`src/rtl/bcd2bin_seq.sv`:
```
// Sequential BCD-to-binary converter (reverse double-dabble, fixed 10-cycle turnaround).
// Optional macro BCD2BIN_DIGIT_CHECK_EN adds rejection of non-decimal input digits.
module bcd2bin_seq #(
   parameter int MAX_VAL = 59
) (
   input  logic       clk,
   input  logic       rst_n,
   input  logic       start,
   input  logic [3:0] BCD1,
   input  logic [3:0] BCD0,
   output logic [5:0] valoare_bin,
   output logic       eroare,
   output logic       gata,
   output logic       ocupat
);

   typedef enum logic [1:0] {
      IDLE,
      SHIFT,
      CHECK,
      DONE
   } state_t;

   localparam logic [6:0] MAX_LIM   = 7'(MAX_VAL);
   localparam logic [2:0] LAST_ITER = 3'd6;

   state_t      state;
   logic [7:0]  bcd_q;
   logic [6:0]  acc_q;
   logic [2:0]  iter_q;

   logic [14:0] shifted;
   logic [3:0]  dig_hi;
   logic [3:0]  dig_lo;

   // One reverse double-dabble step: shift the 15-bit pair right, then undo the
   // decimal carry in any digit that picked up a weight-8 bit from its neighbour.
   // NOTE: always_comb uses blocking assignments so later lines see the
   // corrected digits; every variable gets a value first, so no latch is inferred.
   always_comb begin
      shifted = {1'b0, bcd_q, acc_q[6:1]};
      dig_hi  = shifted[14:11];
      dig_lo  = shifted[10:7];
      if (dig_hi >= 4'd8) dig_hi = dig_hi - 4'd3;
      if (dig_lo >= 4'd8) dig_lo = dig_lo - 4'd3;
   end

   // NOTE: sequential state uses non-blocking assignments only, and every
   // register (including the datapath ones) is cleared by the asynchronous reset.
   always_ff @(posedge clk or negedge rst_n) begin
      if (!rst_n) begin
         state       <= IDLE;
         bcd_q       <= '0;
         acc_q       <= '0;
         iter_q      <= '0;
         valoare_bin <= '0;
         eroare      <= 1'b0;
         gata        <= 1'b0;
         ocupat      <= 1'b0;
      end else begin
         gata <= 1'b0;
         case (state)
            IDLE: begin
               if (start) begin
                  bcd_q  <= {BCD1, BCD0};
                  acc_q  <= '0;
                  iter_q <= '0;
                  ocupat <= 1'b1;
`ifdef BCD2BIN_DIGIT_CHECK_EN
                  if ((BCD1 > 4'd9) || (BCD0 > 4'd9)) begin
                     valoare_bin <= '0;
                     eroare      <= 1'b1;
                     gata        <= 1'b1;
                     state       <= DONE;
                  end else begin
                     state <= SHIFT;
                  end
`else
                  state <= SHIFT;
`endif
               end
            end

            SHIFT: begin
               bcd_q <= {dig_hi, dig_lo};
               acc_q <= shifted[6:0];
               if (iter_q == LAST_ITER) begin
                  state <= CHECK;
               end else begin
                  iter_q <= iter_q + 3'd1;
               end
            end

            CHECK: begin
               // Out-of-range results are reported as zero with the error flag set.
               if (acc_q <= MAX_LIM) begin
                  valoare_bin <= acc_q[5:0];
                  eroare      <= 1'b0;
               end else begin
                  valoare_bin <= '0;
                  eroare      <= 1'b1;
               end
               gata  <= 1'b1;
               state <= DONE;
            end

            DONE: begin
               ocupat <= 1'b0;
               state  <= IDLE;
            end

            default: begin
               ocupat <= 1'b0;
               state  <= IDLE;
            end
         endcase
      end
   end

endmodule

```
`config.mk`:
```
export PLATFORM = sky130hd
export DESIGN_NAME = bcd2bin_seq
export DESIGN_NICKNAME = d
export VERILOG_FILES = /design/src/rtl/bcd2bin_seq.sv
export SDC_FILE = /design/constraint.sdc
export NUM_CORES = 1
export LEC_CHECK = 0
export CAP_MARGIN = 20
export CORE_ASPECT_RATIO = 0.7
export CORE_MARGIN = 1
export CORE_UTILIZATION = 49
export DETAILED_ROUTE_END_ITERATION = 10
export GPL_ROUTABILITY_DRIVEN = 0
export PLACE_DENSITY = 0.76
export REMOVE_ABC_BUFFERS = 1
export SETUP_SLACK_MARGIN = 0.1
export SLEW_MARGIN = 10
export SYNTH_ARGS = -nofsm -noshare
export SYNTH_HDL_FRONTEND = slang
export SYNTH_SLANG_ARGS = --single-unit
```
`constraint.sdc`:
```
create_clock -name clk -period 1.65 [get_ports clk]
set_input_delay 0.495 -clock clk [delete_from_list [all_inputs] [get_ports clk]]
set_output_delay 0.495 -clock clk [all_outputs]
set_load 0.03 [all_outputs]
```
==> impl_metrics.csv <==
group,metric,value,unit
grt,antenna_found_initial,0,
floorplanning,die_x,71.08,um
clock_tree,numCtsBuffers,5,
sta,rsz0062_at_grt,"true",
setup_path,rr_startpoint,"iter_q[0]",
clock_tree,htree_levels,2,
sta,finClkSkew,7.238,ps
synthesis,ys.flop_type,"dfrtp_1",
clock_tree,root_buffer,"clkbuf_8",
clock_tree,cts_buffer_depth,2,
setup_path,cpMaxStageDelayCell,"dlygate4sd2_1",
grt,grt_pass1_wl,5.720,mm
setup_path,timing.rr.end,"state[1]",
drt,drt_wl_total,3.460,mm
setup_path,crit_fanout,2,
synthesis,synth_area_leader_cell,"dfrtp_1",
setup_path,r2r_slack,180,ps
sta,fin_ws,140.3,ps
grt,grt_start_max_net_pins,30,
drt,drc_errors,2,
sta,layout_min_cycle_time,1510,ps
cells_and_area,nets,204,
clock_tree,cts.sinks,29,
place,portBuffers,19,
sta,setup_viol,0,
power_and_ir_drop,p_per_area,2130,nW/um^2
worst_hold_path,hp-start,"eroare",
drt,wire_per_inst,15.52,um
drt,antenna_left,0,
setup_path,critPathArrivalTime,1010,ps
drt,vias,1252,
grt,grt_usage,0.2161,
run_status,violations,"DRC",
power_and_ir_drop,power_leakage,0.0009672,uW
setup_path,cp.buffers_inverters,1,
floorplanning,initial_core_util,0.5164,
synthesis,synth_area_leaders,"dfrtp_1, mux2i_1, ha_1",
synthesis,synth_edf_count,0,
cells_and_area,fillCellCount,234,
floorplanning,design.core.area,3169,sq um
cells_and_area,seqCellArea,728.2,sq um
sta,tns,0,ps
cells_and_area,area_growth,30.05,%
setup_path,crit_start,"valoare_bin[4]",
setup_path,path_class,"register to output port",
sta,tightest_slew,345.9,ps
sta,slew_violations,0,
sta,slew_headroom,0.7649,
run,cap_viol_max_count,0,
sta,finalCritPeriodShare,0.9150,
setup_path,startpoint_type,"register",
clock_tree,cts_tree,"done",
setup_path,worstRegToRegCells,5,
synthesis,ys_ff_latch,29,
floorplanning,die_area,3579,sq um
drt,avgViaCountPerCell,5.614,
place,dpl.hpwl,2.419,mm
sta,fmax,662.4,MHz
cells_and_area,antennaDiodeCount,0,
setup_path,crit_family,"buffers and inverters",
synthesis,synth_area_per_cell,11.29,sq um
floorplanning,rows,17,
worst_hold_path,worstHoldEndpoint,"eroare",
synthesis,async_flop_share,1.000,
drt,drt_iter0_markers,157,
power_and_ir_drop,ir_drop,1.067,mV
floorplanning,die_height,50.35,um
sta,hold_viol,0,
synthesis,synth_cell_types,39,
synthesis,synth_area,1637,sq um
run_status,status,"finished, violations left",
setup_path,worstPathCellList,"dlygate4sd2_1",
synthesis,ys_warn_count,0,
drt,first_pass_iters,7,
clock_tree,clkTransAtPathRegs,70,ps
worst_hold_path,whs_path_depth,2,
place,dpl_worst_slack,-175.1,ps
grt,overflow,0,
setup_path,cp-end-kind,"output port",
floorplanning,pin_count,20,
synthesis,syn_inst,145,
clock_tree,clock_latency,290,ps
setup_path,worstPathRequired,1150,ps
synthesis,yosysSeqAreaShare,0.4434,
cells_and_area,multiInputGateArea,850.8,sq um
synthesis,synth.most_common_cell,"dfrtp_1",
grt,first_global_vias,1197,
synthesis,synth_top_area_frac,0.4434,
setup_path,slowest_delay,390,ps
worst_hold_path,hold_class,"register to register",
synthesis,netlist_top_cells_count,"dfrtp_1, mux2i_1, o21ai_0",
cells_and_area,final_layout_size_suffix_gt1_frac,0.2541,
flip-flops by register name, indices dropped and copies added, names as in the netlist:
signal,cells
bcd_q,8
acc_q,7
valoare_bin,6
iter_q,3
state,2
eroare,1
gata,1
ocupat,1
layout make-up:
cell class / instances / share of cell area
inverters: 9 / 0.01587
multi-input cells: 99 / 0.3998
repair buffers: 40 / 0.1652
well taps: 38 / 0.02234
clock inverters: 1 / 0.01411
clock buffers: 7 / 0.04056
flip-flops and latches: 29 / 0.3422
worst max path at each step:
stage                                 to  slack (ps)  cells past startpoint
after global routing            bcd_q[3]          80                      5
after detailed placement        acc_q[5]        -180                      5
final                     valoare_bin[4]         140                      1
after CTS                       bcd_q[3]          80                      5
after global placement          acc_q[4]        -130                      5
after floorplan                 bcd_q[3]        -380                      5
placed cells by master, fill, tap and decap left out, types with 4 or more instances in the layout:
| cell | n |
|---|---|
| o21ai_1 | 4 |
| a22o_1 | 7 |
| clkbuf_8 | 6 |
| nor2_1 | 5 |
| buf_4 | 20 |
| nand2_1 | 6 |
| ha_1 | 6 |
| o21ai_0 | 10 |
| a21oi_1 | 4 |
| a22oi_1 | 7 |
| dfrtp_1 | 27 |
| clkdlybuf4s15_1 | 6 |
| clkdlybuf4s50_1 | 9 |
| mux2i_1 | 15 |
| inv_1 | 7 |
routing by layer:
| metal | vias up | global-route usage | wire length, um |
|---|---|---|---|
| met3 | 8 | 0.05422 | 108 |
| met1 | 619 | 0.2802 | 1696 |
| met4 | 0 | 0.1000 | 63 |
| met2 | 24 | 0.3429 | 1591 |
| li1 | 601 | - | - |
| met5 | - | 0 | 0 |
per-stage QoR:
step | cell area (sq um) | hold WS [ps] | total power [uW] | utilization | instances
global placement | 1962 | 464.5 | 3535 | 0.6190 | 213
finish | 2128 | 494.3 | 4534 | 0.6715 | 223
detailed placement | 1962 | 481.1 | 3665 | 0.6190 | 213
CTS | 2090 | 492.0 | 4439 | 0.6593 | 222
floorplan | 1562 | 199.4 | 2755 | - | 136
global route | 2128 | 523.9 | 4842 | 0.6715 | 223
cell families (layout without fill, tap and decap cells):
group | Yosys count | count (layout) | share of synthesized area
flops | 29 | 29 | 0.4434
fa+ha+maj | 9 | 9 | 0.06881
mux | 17 | 18 | 0.1147
buf+inv | 18 | 57 | 0.06650
compound gates | 45 | 45 | 0.2041
xor+xnor | 2 | 2 | 0.01071
simple gates | 25 | 25 | 0.09176
report_power, final:
| part | internal, uW | switching [uW] | leakage [uW] |
|---|---|---|---|
| clock | 492 | 280 | 0.0000585 |
| sequential | 1050 | 324 | 0.000370 |
| combinational | 1160 | 1230 | 0.000539 |
timing repair:
action / CTS / global route
gates cloned: 1 / 0
hold buffers: 0 / 0
pin swaps: 0 / 2
gates resized for setup: 13 / 17
setup endpoints to repair: 28 / 26
buffers inserted: 0 / 1
(Power assumes the default switching activity.)
